[config.mk]
export PLATFORM = sky130hd
export DESIGN_NAME = result_collector
export DESIGN_NICKNAME = d
export VERILOG_FILES = /design/src/rtl/result_collector.sv
export SDC_FILE = /design/constraint.sdc
export NUM_CORES = 1
export LEC_CHECK = 0
export ABC_AREA = 1
export CAP_MARGIN = 20
export CORE_MARGIN = 1
export CORE_UTILIZATION = 30
export CTS_BUF_LIST = sky130_fd_sc_hd__clkbuf_8
export CTS_CLUSTER_DIAMETER = 30
export DETAILED_ROUTE_END_ITERATION = 12
export PLACE_DENSITY = 0.5
export SLEW_MARGIN = 20
export SYNTH_ARGS = -nofsm -noshare
export SYNTH_HDL_FRONTEND = slang
export SYNTH_SLANG_ARGS = --single-unit
export TNS_END_PERCENT = 5
[constraint.sdc]
create_clock -name clk -period 2.3 [get_ports clk]
set_clock_uncertainty 0.2 [all_clocks]
set_input_delay 0.23 -clock clk [delete_from_list [all_inputs] [get_ports clk]]
set_output_delay 0.23 -clock clk [all_outputs]
set_load 0.1 [all_outputs]
[src/rtl/result_collector.sv]
// -----------------------------------------------------------------------------
// result_collector
//
// Output stage behind the last weight_comp_cell of a systolic chain. Each
// valid accumulated result is captured. A bias and a round-half-up constant
// are added to it, and it is requantized with an arithmetic shift, a
// zero-point offset and unsigned saturation. The result is then buffered in a
// show-ahead FIFO and presented on a ready/valid stream with a per-frame last
// marker. The upstream chain cannot be stalled, so a result that arrives while
// the FIFO is full is dropped and a sticky overflow flag is raised.
//
// Ports
//   clk           rising-edge clock
//   rst_n         asynchronous active-low reset
//   input_result  {valid, signed result[RESULT_WIDTH-1:0]} from the last cell
//   input_enable  enable from the last cell; capture needs enable and valid
//   out_data      requantized value at the FIFO head (0 when empty)
//   out_last      head entry closes a frame (0 when empty)
//   out_valid     FIFO not empty
//   out_ready     consumer accepts the head entry
//   frame_done    one-cycle pulse, aligned with the write of a frame's last result
//   overflow      sticky drop indicator, cleared only by reset
// -----------------------------------------------------------------------------
module result_collector #(
  parameter int                             RESULT_WIDTH = 32,
  parameter int                             OUTPUT_WIDTH = 8,
  parameter int                             SHIFT        = 8,
  parameter logic signed [RESULT_WIDTH-1:0] BIAS         = '0,
  parameter int                             ZERO_POINT   = 0,
  parameter int                             FIFO_DEPTH   = 4,
  parameter int                             RESULT_COUNT = 4
) (
  input  logic                    clk,
  input  logic                    rst_n,
  input  logic [RESULT_WIDTH:0]   input_result,
  input  logic                    input_enable,
  output logic [OUTPUT_WIDTH-1:0] out_data,
  output logic                    out_last,
  output logic                    out_valid,
  input  logic                    out_ready,
  output logic                    frame_done,
  output logic                    overflow
);

  // Stage-1 sum width: two guard bits, so result + BIAS + round cannot wrap.
  localparam int SW   = RESULT_WIDTH + 2;
  // Stage-2 width: wide enough for the sum of the shifted value and a 32-bit zero point.
  localparam int QW   = SW + 34;
  localparam int PW   = $clog2(FIFO_DEPTH);
  localparam int CW   = $clog2(FIFO_DEPTH + 1);
  localparam int CNTW = (RESULT_COUNT > 1) ? $clog2(RESULT_COUNT) : 1;
  localparam int RSH  = (SHIFT > 0) ? SHIFT - 1 : 0;

  localparam logic signed [SW-1:0] BIAS_EXT = {{2{BIAS[RESULT_WIDTH-1]}}, BIAS};
  // Round half up: add half an LSB of the shifted result before shifting.
  localparam logic signed [SW-1:0] ROUND    = (SHIFT > 0) ? (SW'(1) << RSH) : '0;
  localparam logic signed [QW-1:0] SAT_MAX  =
    {{(QW - OUTPUT_WIDTH){1'b0}}, {OUTPUT_WIDTH{1'b1}}};

  typedef struct packed {
    logic                    last;
    logic [OUTPUT_WIDTH-1:0] data;
  } entry_t;

  // ---------------------------------------------------------------------------
  // Capture and stage 1
  // ---------------------------------------------------------------------------
  logic                 capture;
  logic                 cnt_last;
  logic signed [SW-1:0] result_ext;
  logic signed [SW-1:0] sum_d;

  logic [CNTW-1:0]      cnt_q, cnt_d;
  logic                 s1_valid_q, s1_valid_d;
  logic                 s1_last_q, s1_last_d;
  logic signed [SW-1:0] s1_sum_q;

  assign capture    = input_enable & input_result[RESULT_WIDTH];
  assign cnt_last   = (cnt_q == CNTW'(RESULT_COUNT - 1));
  assign result_ext = {{2{input_result[RESULT_WIDTH-1]}}, input_result[RESULT_WIDTH-1:0]};
  assign sum_d      = result_ext + BIAS_EXT + ROUND;

  // ---------------------------------------------------------------------------
  // Stage 2: shift, zero point, saturate
  // ---------------------------------------------------------------------------
  logic signed [SW-1:0]    shifted;
  logic signed [QW-1:0]    q_wide;
  logic [OUTPUT_WIDTH-1:0] sat_data;

  assign shifted = s1_sum_q >>> SHIFT;
  assign q_wide  = QW'(shifted) + QW'(ZERO_POINT);

  always_comb begin
    // NOTE: assign every always_comb output a default before any branch.
    // A path that leaves a variable unassigned infers a latch.
    sat_data = q_wide[OUTPUT_WIDTH-1:0];
    if (q_wide[QW-1]) begin
      sat_data = '0;
    end else if (q_wide > SAT_MAX) begin
      sat_data = '1;
    end
  end

  // ---------------------------------------------------------------------------
  // FIFO control
  // ---------------------------------------------------------------------------
  entry_t        mem_q [FIFO_DEPTH];
  logic [PW-1:0] wr_ptr_q, wr_ptr_d;
  logic [PW-1:0] rd_ptr_q, rd_ptr_d;
  logic [CW-1:0] count_q, count_d;
  logic          frame_done_q, frame_done_d;
  logic          overflow_q, overflow_d;

  logic          empty, full, pop, push, drop;
  entry_t        head;

  assign empty = (count_q == '0);
  assign full  = (count_q == CW'(FIFO_DEPTH));
  assign pop   = out_valid & out_ready;
  // A pop in the same cycle frees the slot that a write into a full FIFO needs.
  assign push  = s1_valid_q & (~full | pop);
  assign drop  = s1_valid_q & full & ~pop;
  assign head  = mem_q[rd_ptr_q];

  always_comb begin
    cnt_d        = cnt_q;
    s1_valid_d   = capture;
    s1_last_d    = capture & cnt_last;
    wr_ptr_d     = wr_ptr_q;
    rd_ptr_d     = rd_ptr_q;
    count_d      = count_q;
    frame_done_d = s1_valid_q & s1_last_q;
    overflow_d   = overflow_q | drop;

    // Dropped results still advance the frame counter; only capture matters.
    if (capture) begin
      cnt_d = cnt_last ? '0 : cnt_q + CNTW'(1);
    end

    if (push) begin
      wr_ptr_d = wr_ptr_q + PW'(1);
    end
    if (pop) begin
      rd_ptr_d = rd_ptr_q + PW'(1);
    end

    unique case ({push, pop})
      2'b10:   count_d = count_q + CW'(1);
      2'b01:   count_d = count_q - CW'(1);
      default: count_d = count_q;
    endcase
  end

  // NOTE: use non-blocking assignments for all clocked state. Every register
  // then samples pre-edge values, with no dependence on statement order.
  always_ff @(posedge clk or negedge rst_n) begin
    if (!rst_n) begin
      cnt_q        <= '0;
      s1_valid_q   <= 1'b0;
      s1_last_q    <= 1'b0;
      wr_ptr_q     <= '0;
      rd_ptr_q     <= '0;
      count_q      <= '0;
      frame_done_q <= 1'b0;
      overflow_q   <= 1'b0;
    end else begin
      cnt_q        <= cnt_d;
      s1_valid_q   <= s1_valid_d;
      s1_last_q    <= s1_last_d;
      wr_ptr_q     <= wr_ptr_d;
      rd_ptr_q     <= rd_ptr_d;
      count_q      <= count_d;
      frame_done_q <= frame_done_d;
      overflow_q   <= overflow_d;
    end
  end

  // NOTE: the data paths (stage-1 sum and FIFO storage) have no reset. Their
  // contents are only observed behind a valid bit or a non-zero count, and
  // those are reset. Leaving the data paths unreset keeps them plain flops or RAM.
  always_ff @(posedge clk) begin
    if (capture) begin
      s1_sum_q <= sum_d;
    end
    if (push) begin
      mem_q[wr_ptr_q] <= '{last: s1_last_q, data: sat_data};
    end
  end

  // ---------------------------------------------------------------------------
  // Outputs
  // ---------------------------------------------------------------------------
  assign out_valid  = ~empty;
  assign out_data   = empty ? '0 : head.data;
  assign out_last   = ~empty & head.last;
  assign frame_done = frame_done_q;
  assign overflow   = overflow_q;

endmodule

==> metrics.txt <==
Worst Reg-to-Reg Cells 9; clock-pin slew on the worst setup and hold paths approximately 0.080 ns; routability cong. 0.930; DIE HEIGHT between 100 and 150 µm; GRT overflow 0; area growth from synthesis to layout 27.7%; first-pass GRT wire length roughly 12000 µm; post-synthesis sequential area ratio 0.594; initial antenna violation count 0; CP Launch Type register; minimum clock period after layout ~2.2 ns; unrepaired setup endpoints after global routing true; Final nets ~500; Fin. Hold Viols 0; CP endpoint kind output port; critical path depth in cells 4; layout cells sized above 1 0.132; Clk pwr share 0.151; Skew-Pair Late Insertion Delay between 0.3 and 0.4 ns; VDD IR max approximately 0.45 mV; # setup viols final 0; Slew @ Worst Pin 0.587 ns; post-layout util 0.399; CTS sink cnt 74; hold_buf cts 0; P_sw 2.51 mW; Worst path max stage delay between 0.4 and 0.5 ns; outcome finished with violations; Fillers roughly 1200; headroom to the max-slew limit 0.608; die width roughly 110 µm; warnings from Yosys 0; CP arrival around 1.8 ns; Tot GR Track Use 0.128; vias in the first global route around 2600; P per Cell Area between 1000 and 1500 mW/mm²; # diodes 0; CP delay by family, top compound AO/OA/AOI/OAI gates; period utilization 0.954; Worst Path Required 1.87 ns; Initial Utilization 0.313; Final Slew Violations 0; root buffer cell clkbuf_8; Buf+Inv Stages, Crit Path 2; Reg power frac 0.314; vias per cell roughly 4.3; placed wire-length estimate roughly 5400 µm; combinational cell fraction of total power 0.535; Crit-path slowest cell o21ai_0; Max-cap violations 0; syn avg cell area between 9 and 10 µm²; Avg WL per Cell about 12 µm; Post-Syn Area 0.00363 mm²; largest net degree at the start of global routing 30; via count 2593; Max Freq about 460 MHz; 1st-pass router iterations 8; CTS max path bufs 2; Cell Int Power between 3 and 4 mW; Synth cell types 19; DRC viols 4; FF+latch count, synth 74; most frequent cells in the layout 88 x nor2_1, 83 x nand2_1, 61 x edfxtp_1, 46 x inv_1, 29 x clkdlybuf4s50_1; most common cell after layout, fill and taps aside nor2_1; Worst R2R Setup Slack 0.23 ns; failing checks DRC; CTS tree built; worst hold slack around 0.054 ns; crit-path cells clkinvlp_4, o21ai_0, a21oi_4, buf_12; Cells after Synth between 300 and 400; Net Sw Frac 0.454; DR iter-0 viols 83; io pins 49; TritonCTS Buffers 9; synthesized net count roughly 440; crit path kind register to output port; Worst Hold Class input port to async pin; Die ar. roughly 0.013 mm²; Final Routed Wirelength roughly 7300 µm; Lkg Pwr approximately 1.8 nW; Port Buffers 41; CP max FO 19; H-tree levels 3; Post-DRT Antenna Nets 0; row count 39; CORE AREA 0.0116 mm²
==> cells in the mapped netlist, drive strengths merged <==
| cell type | count | area (µm²) |
|---|---|---|
| clkbuf | 2 | 7.51 |
| edfxtp | 61 | 1830 |
| xor2 | 12 | 105 |
| a21oi | 12 | 60.1 |
| buf | 2 | 15.0 |
| nand3 | 21 | 105 |
| o21ai | 21 | 105 |
| ha | 7 | 87.6 |
| nand2 | 87 | 334 |
| a31o | 1 | 8.76 |
| inv | 46 | 173 |
| nor2 | 96 | 378 |
| o21a | 1 | 7.51 |
| xnor2 | 7 | 61.3 |
| fa | 1 | 20.0 |
| clkinv | 2 | 7.51 |
| dfrtp | 13 | 325 |
==> state kept, by name, summed over array words and instances, names as in the netlist <==
name / flops
frame_done: 1
count_q: 3
s1_sum_q: 25
s1_last_q: 1
overflow: 1
cnt_q: 2
rd_ptr_q: 2
mem_q: 36
wr_ptr_q: 2
s1_valid_q: 1
==> power by group through the flow <==
stage	Sequential [mW]	Clock (mW)	Combinational [mW]
6_report	1.73	0.835	2.96
5_1_grt	1.76	0.926	3.15
4_1_cts	1.73	0.870	2.99
3_5_place_dp	1.75	0	2.97
3_3_place_gp	1.75	0	2.96
2_1_floorplan	1.80	0	1.99
==> through the flow <==
step / TNS (ns) / cells / worst slack (ns) / total power [mW] / area, µm²
finish: 0 / 598 / 0.106 / 5.53 / 4640
global route: -0.0551 / 598 / -0.0158 / 5.83 / 4640
CTS: 0 / 598 / 0.0729 / 5.59 / 4630
detailed placement: 0 / 582 / 0.0222 / 4.72 / 4470
global placement: 0 / 582 / 0.0461 / 4.71 / 4470
floorplan: 0 / 392 / 0.164 / 3.79 / 3740
==> cell families (layout without fill, tap and decap cells) <==
logic type | count (synthesis) | after routing | share of synthesized area
AOI/OAI and AO/OA | 35 | 35 | 0.0499
and+or+nand+nor | 204 | 204 | 0.225
xor gates and xnor gates | 19 | 19 | 0.0458
adders and majority gates | 8 | 8 | 0.0296
DFF | 74 | 74 | 0.594
buffers and inverters | 52 | 115 | 0.0558
==> final timing paths <==
kind	from	end
max in group asynchronous	rst_n	rd_ptr_q[0]$_DFFE_PN0N_
max reg2reg	count_q[1]$_DFFE_PN0P_	count_q[2]$_DFFE_PN0P_
min reg2reg	cnt_q[1]$_DFFE_PN0P_	cnt_q[1]$_DFFE_PN0P_
min in group clk	input_result[32]	s1_last_q$_DFF_PN0_
min	rst_n	rd_ptr_q[1]$_DFFE_PN0N_
max	rd_ptr_q[0]$_DFFE_PN0N_	out_data[5]
==> final cells by class <==
type                    count  area [µm²]  share of cell area
flip-flops and latches     74        2160               0.465
multi-input cells         266        1380               0.298
repair buffers             51         568               0.122
inverters                  48         189              0.0407
well taps                 143         179              0.0386
clock buffers               9         124              0.0267
clock inverters             7        37.5             0.00809
==> metal layers <==
| layer | global-route usage | vias up | share of wire |
|---|---|---|---|
| met2 | 0.216 | 46 | 0.48 |
| met4 | 0.0560 | 0 | 0.018 |
| met3 | 0.0270 | 12 | 0.035 |
| met5 | 0 | - | 0 |
| met1 | 0.160 | 1160 | 0.47 |
| li1 | - | 1375 | - |
==> repair_timing <==
action                                  4_1_cts  5_1_grt
endpoints found under the hold margin         0        0
buffers inserted                              0        0
resized for setup                             1        4
endpoints found under the setup margin        1        9
(Power assumes the default switching activity.)
